`src/rtl/mem_req_arbiter.sv`:
```
// mem_req_arbiter
//   Arbitrates dcache and icache requests onto the single proc2mem bus and
//   routes tagged load returns back to the client that issued them.
//
//   Grant is combinational. By default dcache has fixed priority over icache.
//   If ARB_ROUND_ROBIN_EN is defined, a last_winner register gives priority
//   to whichever client did not win the last accepted grant.
//
//   An owner table indexed by memory tag (1..NUM_TAGS) remembers who issued
//   each accepted load. A tagged return is registered onto that client's
//   arb2*_tag/data one cycle later. Returns for tags with no valid entry are
//   dropped.
//
// Ports
//   clock, reset              : clock; asynchronous active-high reset
//   dcache2arb_command/addr/data, icache2arb_command/addr : client requests
//   proc2mem_command/addr/data : granted request to memory (combinational)
//   mem2proc_response          : memory accept tag (0 = rejected)
//   mem2proc_tag/data          : returning load tag (0 = none) and data
//   arb2dcache_response, arb2icache_response : accept tag to the winner
//   arb2dcache_tag/data, arb2icache_tag/data : registered load returns
//   arb_outstanding            : number of valid owner-table entries
module mem_req_arbiter #(
    parameter int NUM_TAGS = 15,
    parameter int TAG_W    = 4
) (
    input  logic             clock,
    input  logic             reset,
    input  logic [1:0]       dcache2arb_command,
    input  logic [63:0]      dcache2arb_addr,
    input  logic [63:0]      dcache2arb_data,
    input  logic [1:0]       icache2arb_command,
    input  logic [63:0]      icache2arb_addr,
    output logic [1:0]       proc2mem_command,
    output logic [63:0]      proc2mem_addr,
    output logic [63:0]      proc2mem_data,
    input  logic [TAG_W-1:0] mem2proc_response,
    input  logic [TAG_W-1:0] mem2proc_tag,
    input  logic [63:0]      mem2proc_data,
    output logic [TAG_W-1:0] arb2dcache_response,
    output logic [TAG_W-1:0] arb2icache_response,
    output logic [TAG_W-1:0] arb2dcache_tag,
    output logic [63:0]      arb2dcache_data,
    output logic [TAG_W-1:0] arb2icache_tag,
    output logic [63:0]      arb2icache_data,
    output logic [4:0]       arb_outstanding
);

    localparam logic [1:0] BUS_NONE = 2'd0;
    localparam logic [1:0] BUS_LOAD = 2'd1;

    // ---------------- grant ----------------
    logic dc_req, ic_req, grant_dc, grant_ic;

    assign dc_req = (dcache2arb_command != BUS_NONE);
    // icache never stores; a STORE from it is treated as no request
    assign ic_req = (icache2arb_command == BUS_LOAD);

`ifdef ARB_ROUND_ROBIN_EN
    logic last_winner;  // 1 = icache won the last accepted grant

    always_ff @(posedge clock or posedge reset) begin
        if (reset)
            last_winner <= 1'b1;
        else if (mem2proc_response != '0 && (grant_dc || grant_ic))
            last_winner <= grant_ic;
    end

    assign grant_dc = dc_req && (!ic_req || last_winner);
`else
    assign grant_dc = dc_req;
`endif
    assign grant_ic = ic_req && !grant_dc;

    always_comb begin
        proc2mem_command    = BUS_NONE;
        proc2mem_addr       = '0;
        proc2mem_data       = '0;
        arb2dcache_response = '0;
        arb2icache_response = '0;
        if (grant_dc) begin
            proc2mem_command    = dcache2arb_command;
            proc2mem_addr       = dcache2arb_addr;
            proc2mem_data       = dcache2arb_data;
            arb2dcache_response = mem2proc_response;
        end else if (grant_ic) begin
            proc2mem_command    = icache2arb_command;
            proc2mem_addr       = icache2arb_addr;
            arb2icache_response = mem2proc_response;
        end
    end

    // ---------------- owner table ----------------
    // Bit 0 is never set: tag 0 means none/rejected.
    logic [NUM_TAGS:0] valid_q, owner_q;  // owner: 1 = icache
    logic [NUM_TAGS:0] valid_d, owner_d;
    logic              alloc, rel, rel_owner;

    assign alloc = (mem2proc_response != '0) &&
                   (int'(mem2proc_response) <= NUM_TAGS) &&
                   (proc2mem_command == BUS_LOAD);

    assign rel       = (mem2proc_tag != '0) &&
                       (int'(mem2proc_tag) <= NUM_TAGS) &&
                       valid_q[mem2proc_tag];
    assign rel_owner = owner_q[mem2proc_tag];

    // Release first so a same-cycle reuse of the tag leaves it valid with
    // the new owner. Overwriting a valid entry keeps the popcount honest.
    always_comb begin
        valid_d = valid_q;
        owner_d = owner_q;
        if (rel)
            valid_d[mem2proc_tag] = 1'b0;
        if (alloc) begin
            valid_d[mem2proc_response] = 1'b1;
            owner_d[mem2proc_response] = grant_ic;
        end
    end

    always_ff @(posedge clock or posedge reset) begin
        if (reset) begin
            valid_q         <= '0;
            owner_q         <= '0;
            arb_outstanding <= '0;
        end else begin
            valid_q         <= valid_d;
            owner_q         <= owner_d;
            arb_outstanding <= 5'($countones(valid_d));
        end
    end

    // ---------------- return routing ----------------
    // Tags are one-cycle pulses; data holds when no return is routed.
    always_ff @(posedge clock or posedge reset) begin
        if (reset) begin
            arb2dcache_tag  <= '0;
            arb2dcache_data <= '0;
            arb2icache_tag  <= '0;
            arb2icache_data <= '0;
        end else begin
            arb2dcache_tag <= '0;
            arb2icache_tag <= '0;
            if (rel && !rel_owner) begin
                arb2dcache_tag  <= mem2proc_tag;
                arb2dcache_data <= mem2proc_data;
            end
            if (rel && rel_owner) begin
                arb2icache_tag  <= mem2proc_tag;
                arb2icache_data <= mem2proc_data;
            end
        end
    end

endmodule

```
`config.mk`:
```
export PLATFORM = sky130hd
export DESIGN_NAME = mem_req_arbiter
export DESIGN_NICKNAME = d
export VERILOG_FILES = /design/src/rtl/mem_req_arbiter.sv
export SDC_FILE = /design/constraint.sdc
export NUM_CORES = 1
export LEC_CHECK = 0
export CORE_AREA = 2 2 213 215
export CTS_CLUSTER_SIZE = 20
export DETAILED_ROUTE_END_ITERATION = 12
export DIE_AREA = 0 0 215 217
export GPL_TIMING_DRIVEN = 0
export PLACE_DENSITY = 0.57
export SETUP_SLACK_MARGIN = 0.3
export SLEW_MARGIN = 20
export SYNTH_ARGS = -nofsm -noshare
export SYNTH_HDL_FRONTEND = slang
export SYNTH_SLANG_ARGS = --single-unit
```
`constraint.sdc`:
```
create_clock -name clock -period 6 [get_ports clock]
set_input_delay 1.5 -clock clock [delete_from_list [all_inputs] [get_ports clock]]
set_output_delay 1.5 -clock clock [all_outputs]
set_load 0.05 [all_outputs]
```
==> out/metrics.cfg, run 1 <==
[routing]
antenna_left=0
first_iter_violations=370
wl_per_cell_um=23.0
via_per_inst=4.17
vias=7670
drt_wl_total_mm=42.2
route.detailed.drc=0
firstDrtPassIters=4

[critical_path]
critPathCapture=proc2mem_addr[24]
crit_type=input pin to output port
crit_required_ns=4.50
ff2ff_setup_slack_ns=1.63
ff2ff_path_depth=16
endpoint_kind=output port
reg2reg_to=arb_outstanding[4]
startpoint=dcache2arb_command[1]
cp.arrival_ns=4.08
crit_fanout=10
cp-start-kind=input pin
rr_startpoint=valid_q[5]

[cells_and_area]
stdcell_count=1838
final_common_cell=clkdlybuf4s50_1
layout_common_cells=clkdlybuf4s50_1 (512), dfrtp_1 (173), mux2_2 (84), and2_1 (79), a22o_1 (64)
drive_gt1_share_pct=18.5
final_nets=1501
syn2layout_area_growth_pct=82.4

[hold_path]
hold_class=register to register

[pwr]
p_leak_nw=6.49
p_per_area_nw_per_um2=382
ir_drop_mv=0.267
power_w=0.00591

[sta]
relSlewSlack_pct=52.0
period_share_pct=92.9
max_freq_mhz=179
fin_skew_ns=0.0163
hold_viol=0
worst_pin_slew_ns=0.717
period_needed_ns=5.58
rsz0062_at_grt=yes
slew_viol_final=0
finalSetupViolations=0
whs_ns=0.472

[job]
max_cap_violations=0

[global_route]
antenna_found_initial=13
grt_pass1_wl_mm=59.1
grt_max_degree=33
grt_use_total_pct=17.8
grt_pass1_vias=8153
grt_overflow=0

[floorplan]
chipHeight_um=217
die_w_um=215
dieArea_um2=46700
initial_utilization_pct=19.0
io_pins=549
rows=78
core_um2=44700

[synth]
synth-seq-area-share_pct=51.1
ys_types=39
synth.ff_latch_count=173
syn_nets=930
syn_avg_cell_area_um2=13.1
synth_warnings=0
syn_area_um2=8480
synthCells=645

[cts]
cts_htree_levels=4
clock-sinks=173
clk_latency_ns=0.45
clockRootBuffer=clkbuf_16
holdBufCountCts=0
cts_buffer_depth=2
cts_buffers=17
clkSlewWorstSetupHoldPaths_ns=0.08
cts_tree=done

[run_status]
status=finished, final reports clean

[placement]
dpl.cell_count=1794
place.gp.congestion=0.862
dpl.hpwl_mm=36.1
io_buffers=544

[registers in the layout (all words and copies together), names as in the netlist]
name	flops
owner_q	16
arb_outstanding	5
arb2dcache_data	64
arb2icache_data	64
arb2dcache_tag	4
valid_q	16
arb2icache_tag	4
[worst min path at each step]
stage / start / slack (ns) / cells after the start / end
after global routing: owner_q[0] / 0.48 / 1 / owner_q[0]
after floorplan: owner_q[0] / 0.42 / 1 / owner_q[0]
after CTS: owner_q[0] / 0.47 / 1 / owner_q[0]
after global placement: owner_q[0] / 0.44 / 1 / owner_q[0]
after detailed placement: owner_q[0] / 0.45 / 1 / owner_q[0]
final: owner_q[0] / 0.47 / 1 / owner_q[0]
[cell families after synthesis]
group           Yosys count  share of synthesized area [%]
xor+xnor                  2                          0.207
mux                     147                           22.5
buf+inv                  66                           3.88
simple gates            129                           8.96
fa+ha+maj                15                           3.10
compound gates          113                           10.3
flops                   173                           51.1
[report_power, final]
group	switching [W]	internal, W
registers	0.000165	0.00148
clock network	0.000505	0.000664
logic	0.00187	0.00122
[Yosys cell counts, drive strengths merged]
| cell type | instances | area share, % |
|---|---|---|
| or2 | 2 | 0.15 |
| mux2i | 4 | 0.47 |
| o21ba | 1 | 0.12 |
| a2bb2oi | 1 | 0.10 |
| nand3 | 4 | 0.24 |
| o21ai | 26 | 1.5 |
| a21o | 4 | 0.35 |
| clkbuf | 30 | 1.3 |
| a21oi | 7 | 0.50 |
| fa | 10 | 2.4 |
| mux4 | 5 | 1.3 |
| dfrtp | 173 | 51 |
| and4b | 1 | 0.12 |
| and2 | 79 | 5.8 |
| or3 | 1 | 0.074 |
| o2bb2ai | 1 | 0.10 |
| nor3 | 2 | 0.12 |
| and4 | 1 | 0.10 |
| o41ai | 5 | 0.52 |
| o211ai | 2 | 0.24 |
| a22o | 64 | 6.6 |
| buf | 19 | 1.8 |
| ha | 5 | 0.74 |
| a32oi | 1 | 0.10 |
| mux2 | 138 | 21 |
| inv | 17 | 0.75 |
| o21a | 1 | 0.089 |
| xnor2 | 2 | 0.21 |
| nor2b | 3 | 0.22 |
| nor2 | 12 | 0.53 |
| nand2 | 9 | 0.40 |
| nand4 | 1 | 0.074 |
| nand3b | 5 | 0.44 |
| nand2b | 9 | 0.66 |
[layout make-up]
class | count | area (um^2)
sequential | 173 | 4330
tap | 600 | 751
fill | 4543 | 29200
clock inverter | 14 | 186
clock buffer | 17 | 425
multi-input combinational | 406 | 3860
antenna | 10 | 25.0
timing repair buffer | 552 | 5540
inverter | 17 | 67.6
buffer | 49 | 279
[metrics by stage]
step | setup slack, ns | setup TNS [ns] | cell area, um^2 | util, %
after floorplan | 0.470 | 0 | 8480 | -
final | 0.424 | 0 | 15500 | 34.6
after global routing | 0.214 | 0 | 15400 | 34.5
after global placement | -0.695 | -14.61 | 14700 | 32.8
after detailed placement | -0.730 | -17.38 | 14800 | 33.1
after CTS | 0.266 | 0 | 15400 | 34.5
[critical path, cell delays in order]
cell and delay (ns):
clkdlybuf4s50_1 0.56, or2_2 0.19, clkbuf_2 0.27, clkbuf_1 0.45, a22o_1 0.23, clkdlybuf4s50_1 0.85
[repair_timing]
item,4_1_cts,5_1_grt
setup endpoints to repair,81,30
endpoints found under the hold margin,0,0
resized for setup,58,14
buffers inserted,2,1
pin swaps,1,2
[per-layer routing]
| metal | track usage (%) | routed length [um] | up-vias |
|---|---|---|---|
| met2 | 34.5 | 23000 | 374 |
| met3 | 6.15 | 3690 | 42 |
| met4 | 5.45 | 870 | 4 |
| met1 | 17.6 | 14700 | 3805 |
| li1 | - | - | 3445 |
| met5 | 0 | 28 | - |
Note: power is estimated with default switching activity, not from simulation.
==> run 2: changes to the inputs <==
--- a/config.mk
+++ b/config.mk
@@ -10,7 +10,6 @@
 export DETAILED_ROUTE_END_ITERATION = 12
 export DIE_AREA = 0 0 215 217
 export GPL_TIMING_DRIVEN = 0
-export PLACE_DENSITY = 0.57
 export SETUP_SLACK_MARGIN = 0.3
 export SLEW_MARGIN = 20
 export SYNTH_ARGS = -nofsm -noshare
==> out/metrics.cfg, run 2 (synthesized netlist as in run 1, its figures left out) <==
[run_status]
status=finished, final reports clean  ; unchanged

[sta]
relSlewSlack_pct=46.8  ; was 52.0%
fin_setup_tns_ns=0  ; unchanged
rsz0062_at_grt=yes  ; unchanged
period_share_pct=93.7  ; was 92.9%
max_freq_mhz=178  ; was 179 MHz
period_needed_ns=5.62  ; was 5.58 ns
fin_skew_ns=0.0130  ; was 0.0163 ns
worst_pin_slew_ns=0.801  ; was 0.717 ns
finalSetupViolations=0  ; unchanged
final.setup.worst_slack_ns=0.378  ; was 0.424 ns
slew_viol_final=0  ; unchanged
hold_viol=0  ; unchanged

[routing]
drt_wl_total_mm=44.0  ; was 42.2 mm
firstDrtPassIters=4  ; unchanged
first_iter_violations=368  ; was 370
wl_per_cell_um=23.9  ; was 23.0 um
vias=7723  ; was 7670
antenna_left=0  ; unchanged
via_per_inst=4.19  ; was 4.17
route.detailed.drc=0  ; unchanged

[critical_path]
crit_path_max_incr_delay_ns=0.81  ; was 0.85 ns
crit_type=input pin to output port  ; unchanged
rr_startpoint=valid_q[1]  ; was valid_q[5]
cp-start-kind=input pin  ; unchanged
crit_fanout=10  ; unchanged
worstPathCellList=clkdlybuf4s50_1, or2_2, clkbuf_2, clkbuf_1, a22o_1, clkdlybuf4s50_1  ; unchanged
endpoint_kind=output port  ; unchanged
cp_num_buf_inv=4  ; unchanged
ff2ff_path_depth=16  ; unchanged
ff2ff_setup_slack_ns=1.71  ; was 1.63 ns
critPathCapture=proc2mem_addr[16]  ; was proc2mem_addr[24]
cp.arrival_ns=4.12  ; was 4.08 ns
cp.depth=6  ; unchanged
startpoint=dcache2arb_command[1]  ; unchanged
critPathSlowestCell=clkdlybuf4s50_1  ; unchanged
reg2reg_to=arb_outstanding[4]  ; unchanged
crit_top_cell=clkdlybuf4s50_1  ; unchanged
path_delay_family=buffers and inverters  ; unchanged
crit_required_ns=4.50  ; about the same

[cells_and_area]
top_regs=arb2dcache_data x64, arb2icache_data x64  ; unchanged
syn2layout_area_growth_pct=82.0  ; was 82.4%
final_nets=1502  ; was 1501
final_common_cell=clkdlybuf4s50_1  ; unchanged
register_area_um2=4330  ; unchanged
layout_common_cells=clkdlybuf4s50_1 (475), dfrtp_1 (173), mux2_2 (84), and2_1 (79), a22o_1 (64)  ; was clkdlybuf4s50_1 (512), dfrtp_1 (173), mux2_2 (84), and2_1 (79), a22o_1 (64)
n_fill_cell=4597  ; was 4543
multi_input_area_um2=3870  ; was 3860 um^2
drive_gt1_share_pct=19.9  ; was 18.5%

[hold_path]
hold_class=register to register  ; unchanged
worstHoldPathCells=1  ; unchanged

[global_route]
grt_max_degree=35  ; was 33
antenna_found_initial=20  ; was 13
grt_pass1_vias=8187  ; was 8153
grt_use_total_pct=18.5  ; was 17.8%
grt_pass1_wl_mm=61.0  ; was 59.1 mm
grt_overflow=0  ; unchanged

[pwr]
p_per_area_nw_per_um2=376  ; was 382 nW/um^2
p_leak_nw=6.68  ; was 6.49 nW
ir_drop_mv=0.261  ; was 0.267 mV

[floorplan]
rows=78  ; unchanged
chipHeight_um=217  ; unchanged
die_w_um=215  ; unchanged
initial_utilization_pct=19.0  ; unchanged
io_pins=549  ; unchanged
dieArea_um2=46700  ; unchanged
core_um2=44700  ; unchanged

[job]
max_cap_violations=0  ; unchanged

[cts]
holdBufCountCts=0  ; unchanged
clock-sinks=173  ; unchanged
clockRootBuffer=clkbuf_16  ; unchanged
cts_htree_levels=4  ; unchanged
cts_buffer_depth=2  ; unchanged
clkSlewWorstSetupHoldPaths_ns=0.07  ; was 0.08 ns
cts_buffers=17  ; unchanged
clk_latency_ns=0.44  ; was 0.45 ns
cts_tree=done  ; unchanged

[placement]
place.gp.congestion=0.872  ; was 0.862
pre_cts_ws_ns=-0.724  ; was -0.730 ns
io_buffers=544  ; unchanged
dpl.hpwl_mm=38.2  ; was 36.1 mm

run 2: cell count changes in the layout (fill, tap and decap cells not counted), moves of 3 or more:
cell	change
diode_2	+5
clkinv_2	+3
dlygate4sd2_1	+17
dlymetal6s2s_1	+14
clkbuf_2	+13
bufinv_16	-3
clkdlybuf4s50_1	-37
clkbuf_1	-7
run 2: per-layer routing:
metal / GRT usage (%) / part of all wire (%) / up-vias
met5: 0 / 0.15 / -
met4: 8.02 / 4.0 / 10
met3: 5.60 / 7.5 / 67
met2: 35.7 / 54 / 408
met1: 18.2 / 34 / 3787
li1: - / - / 3451
run 2: stage by stage:
stage	power (W)	area, um^2	hold WS [ns]	cells	utilization, %
2_1_floorplan	0.00364	8480	0.425	645	-
3_3_place_gp	0.00479	14700	0.444	1789	32.8
3_5_place_dp	0.00483	14800	0.452	1795	33.1
4_1_cts	0.00587	15300	0.468	1829	34.3
5_1_grt	0.00607	15400	0.483	1835	34.5
6_report	0.00580	15400	0.466	1844	34.5
run 2: worst min path at each step:
stage                          start          to  slack [ns]
after CTS                 owner_q[0]  owner_q[0]        0.47
after detailed placement  owner_q[0]  owner_q[0]        0.45
after global placement    owner_q[0]  owner_q[0]        0.44
after global routing      owner_q[0]  owner_q[0]        0.48
final                     owner_q[0]  owner_q[0]        0.47
after floorplan           owner_q[0]  owner_q[0]        0.42
run 2: worst reg2reg max path, cell delays in order, from the launching register on:
cell and delay [ns]:
dfrtp_1 0.38, a21oi_1 0.07, o21ba_2 0.24, and4b_1 0.24
nand3_1 0.09, a21o_1 0.22, fa_1 0.52, inv_1 0.06
fa_1 0.48, fa_1 0.51, inv_1 0.05, fa_1 0.48
ha_2 0.18, inv_1 0.06, fa_1 0.40, nor2b_1 0.13
o21a_1 0.13
run 2: layout make-up:
cell class | count | share of cell area, %
multi-input combinational | 406 | 25.1
buffer | 49 | 1.89
clock inverter | 12 | 0.568
tap | 600 | 4.87
sequential | 173 | 28.1
inverter | 17 | 0.438
antenna | 15 | 0.243
clock buffer | 19 | 2.87
timing repair buffer | 553 | 36.0
run 2: where the power goes:
| group | switching [W] | total [W] | internal (W) | leakage (nW) |
|---|---|---|---|---|
| clock | 0.000482 | 0.00102 | 0.000541 | 0.265 |
| sequential | 0.000181 | 0.00166 | 0.00148 | 2.19 |
| combinational | 0.00189 | 0.00311 | 0.00122 | 4.22 |
run 2: repair_timing:
action / in CTS / in global routing
resized for setup: 81 / 56
setup endpoints to repair: 109 / 61
setup buffers: 3 / 0
hold endpoints to repair: 0 / 0
pin swaps: 1 / 2
==> RTL edit 1: new RTL, config.mk and constraints of run 1 <==
`arb_outstanding` no longer has a reset.
--- a/src/rtl/mem_req_arbiter.sv
+++ b/src/rtl/mem_req_arbiter.sv
@@ -122,12 +122,14 @@
         if (reset) begin
             valid_q         <= '0;
             owner_q         <= '0;
-            arb_outstanding <= '0;
         end else begin
             valid_q         <= valid_d;
             owner_q         <= owner_d;
-            arb_outstanding <= 5'($countones(valid_d));
         end
+    end
+
+    always_ff @(posedge clock) begin
+        arb_outstanding <= 5'($countones(valid_d));
     end
 
     // ---------------- return routing ----------------
Check against the original RTL: not equivalent (a bounded check fails within 4 cycles, from zero or initial values and one cycle with reset high).
==> RTL edit 1 against run 1 <==
  * Clock skew is 0.0067 ns lower
  * Sequential cell count unchanged
  * Synthesized cell count unchanged
  * Worst setup slack worse by 0.064 ns
  * Power increased by 0.13%
  * Critical path type unchanged
  * Non-clock buffer count grew 1
  * Cell area fell by 0.23%
  * Highest routed layer unchanged
  * Wire length up 4.4%
  * Area after synthesis decreased by 0.30%
==> RTL edit 1: results (changes against run 1) <==
dp_slack_ns: -0.841  # -0.110 ns
seq_area_frac_synth_pct: 50.9  # -0.14 points
comb-power_mw: 3.11  # about the same
cp_data_arrival_time_ns: 4.14  # +0.06 ns
grt.total_usage_pct: 18.6  # +0.84 points
outcome: "complete, no violations"
nets: 1502  # +0.067%
seq_power_share_pct: 28.0  # about the same
gp_congestion: 1.01  # +17%
antenna_found_initial: 8  # -5
route.met3.wl_um: 3240  # -12%
ys_types: 40  # +2.6%
routed_wl_um: 44100  # +4.4%
reg2reg_slack_ns: 1.70  # +0.07 ns
total_power_mw: 5.92  # +0.13%
reg2reg_to: "arb_outstanding[4]$_DFF_P_"
wl_met1_um: 15400  # +4.8%
holdWs_ns: 0.477  # +0.00488 ns
leakagePower_nw: 6.52  # +0.48%
drt_iter0_drc: 270  # -27%
met2_usage_pct: 36.3  # +1.7 points
syn_avg_cell_area_um2: 13.1  # -0.30%
finalClockSkew_ns: 0.00959  # -0.00670 ns
grt_pass1_vias: 8299  # +1.8%
dp_cells: 1795  # +0.056%
num_vias: 7711  # +0.53%
setup.worst_path.end: "proc2mem_addr[14]"
synthTopCellsByArea: "dfrtp_1, mux2_2, mux2_4"
grt_first_pass_wirelength_um: 61300  # +3.7%
netlist_top_cells_count: "dfrtp_1, mux2_2, and2_1"
met2_length_um: 23800  # +3.8%
drive_above_1_share_pct: 19.7  # +1.2 points
post-dp-hpwl_um: 38100  # +5.6%
## RTL edit 1: timing repair
action | 4_1_cts | 5_1_grt
endpoints found under the setup margin | 90 | 21
resized for setup | 71 | 36
setup buffers | 3 | 0
pin swaps | 1 | 2
## RTL edit 1: cells by family (layout without fill, tap and decap cells)
logic type / Yosys count / count (layout) / synth area share [%]
mux: 147 / 147 / 22.6
compound gates: 113 / 113 / 10.3
fa+ha+maj: 15 / 15 / 3.11
other cells: 0 / 2 / 0
simple gates: 129 / 129 / 8.98
flops: 173 / 173 / 50.9
xor+xnor: 2 / 2 / 0.207
buf+inv: 66 / 651 / 3.89
## RTL edit 1: layout make-up
| type | count | share of cell area (%) |
|---|---|---|
| tap | 600 | 4.87 |
| clock buffer | 19 | 2.87 |
| clock inverter | 13 | 1.07 |
| inverter | 17 | 0.438 |
| sequential | 173 | 27.9 |
| buffer | 49 | 1.90 |
| timing repair buffer | 553 | 35.9 |
| antenna | 2 | 0.0324 |
| multi-input combinational | 406 | 25.0 |
==> RTL edit 2: new RTL, settings of run 1 <==
Without the edit above. The parameter `NUM_TAGS` goes from 15 to 30.
--- a/src/rtl/mem_req_arbiter.sv
+++ b/src/rtl/mem_req_arbiter.sv
@@ -21,7 +21,7 @@
 //   arb2dcache_tag/data, arb2icache_tag/data : registered load returns
 //   arb_outstanding            : number of valid owner-table entries
 module mem_req_arbiter #(
-    parameter int NUM_TAGS = 15,
+    parameter int NUM_TAGS = 30,
     parameter int TAG_W    = 4
 ) (
     input  logic             clock,
Behaviour: no difference found for any inputs over 4 cycles, from zero or initial values and one cycle with reset high; that may be too few to reach the edited logic, so the function may still have changed.
==> RTL edit 2 against run 1 <==
  * Cell area grew 0.85%
  * Power grew 3.0%
  * Worst setup slack lost 0.040 ns
  * Sequential cell count did not move
  * Global-route usage fell by 2.0 points
  * Combinational power up 4%
  * Wire length fell by 10%
  * Cell count is 0.22% lower
  * Sequential share of layout area down 0.24 points
  * Register-to-register slack improved by 0.67 ns
  * Area after synthesis increased by 1.3%
  * Via count down 0.85%
  * Highest routed layer is now met4
==> RTL edit 2: results (changes against run 1) <==
grt.total_usage_pct: 15.8  # -2.0 points
syn-num-nets: 935  # +0.54%
fmax_ghz: 0.178  # -0.71%
fillers: 4541  # -0.044%
p_switching_mw: 2.64  # +3.6%
yosysWarnings: 0  # unchanged
cts_setup_buffers: 0  # -2
clkbuf_count: 21  # +4
n_all_inverters: 14  # -3
netlist_top_cells_count: "dfrtp_1, and2_1, mux2_4"
num_vias: 7605  # -0.85%
layout.nonclk_buf_share_pct: 37.7  # +0.092 points
clk_share_pct: 3.97  # +0.015 points
grt_start_max_net_pins: 34  # +3.0%
cpPeakStageDelay_ns: 0.82  # -0.03 ns
vdd_drop_max_v: 0.000205  # -23%
antenna_found_initial: 6  # -7
crit_slowest_cell: "clkdlybuf4s50_1"
utilization_pct: 34.9  # +0.29 points
leakagePower_nw: 7.02  # +8.1%
grt_first_pass_wirelength_um: 54000  # -8.6%
dp_slack_ns: -0.595  # +0.135 ns
multi_input_area_share_pct: 25.3  # +0.36 points
ys_types: 37  # -5.1%
nets: 1503  # +0.13%
r2r_cells: 12  # -4
tightest_slew_ns: 0.671  # -0.0466 ns
cp_data_arrival_time_ns: 5.94  # +1.86 ns
dp_cells: 1798  # +0.22%
drt_iter0_drc: 306  # -17%
crit_start: "mem2proc_response[0]"
drive_above_1_share_pct: 17.0  # -1.5 points
grt_pass1_vias: 7953  # -2.5%
io_buffers: 542  # -0.37%
syn_avg_cell_area_um2: 13.2  # +0.50%
cts_resized: 79  # +36%
worst-setup-path-type: "in2reg"
routed_wl_um: 38000  # -10%
dpl-instance-area_um2: 14900  # +0.79%
holdWs_ns: 0.459  # -0.0136 ns
finalClockSkew_ns: 0.0136  # -0.00273 ns
post-dp-hpwl_um: 31700  # -12%
synthTopCellsByArea: "dfrtp_1, mux2_4, mux2_2"
netSwitchingFraction_pct: 43.3  # +0.24 points
clock_power_share_pct: 19.3  # -0.5 points
multi_input_gates: 411  # +1.2%
reg2reg_slack_ns: 2.30  # +0.67 ns
outcome: "complete, no violations"
RTL edit 2: cell count changes after synthesis, sizes merged, moves of 3 or more:
cell,run 1,this run
clkbuf,30,33
a21o,4,1
o21ai,26,38
o31ai,0,4
o41ai,5,11
inv,17,14
mux2,138,131
RTL edit 2: metal layers:
| layer | up-vias | share of wire [%] | GRT usage (%) | wire, µm |
|---|---|---|---|---|
| met1 | 3724 | 37 | 16.9 | 14000 |
| met2 | 362 | 52 | 28.5 | 19600 |
| met5 | - | 0 | 0 | 0 |
| met4 | 0 | 4.0 | 7.36 | 1510 |
| met3 | 51 | 7.4 | 4.63 | 2820 |
| li1 | 3468 | - | - | - |
RTL edit 2: kinds of logic after synthesis:
kind of cell	after synthesis	synth area share (%)
flip-flops	173	50.4
XOR/XNOR	2	0.204
AO/OA/AOI/OAI	127	11.4
AND/OR/NAND/NOR	127	8.73
adder cells (fa/ha/maj)	15	3.06
buffers and inverters	66	3.93
multiplexers	140	22.3
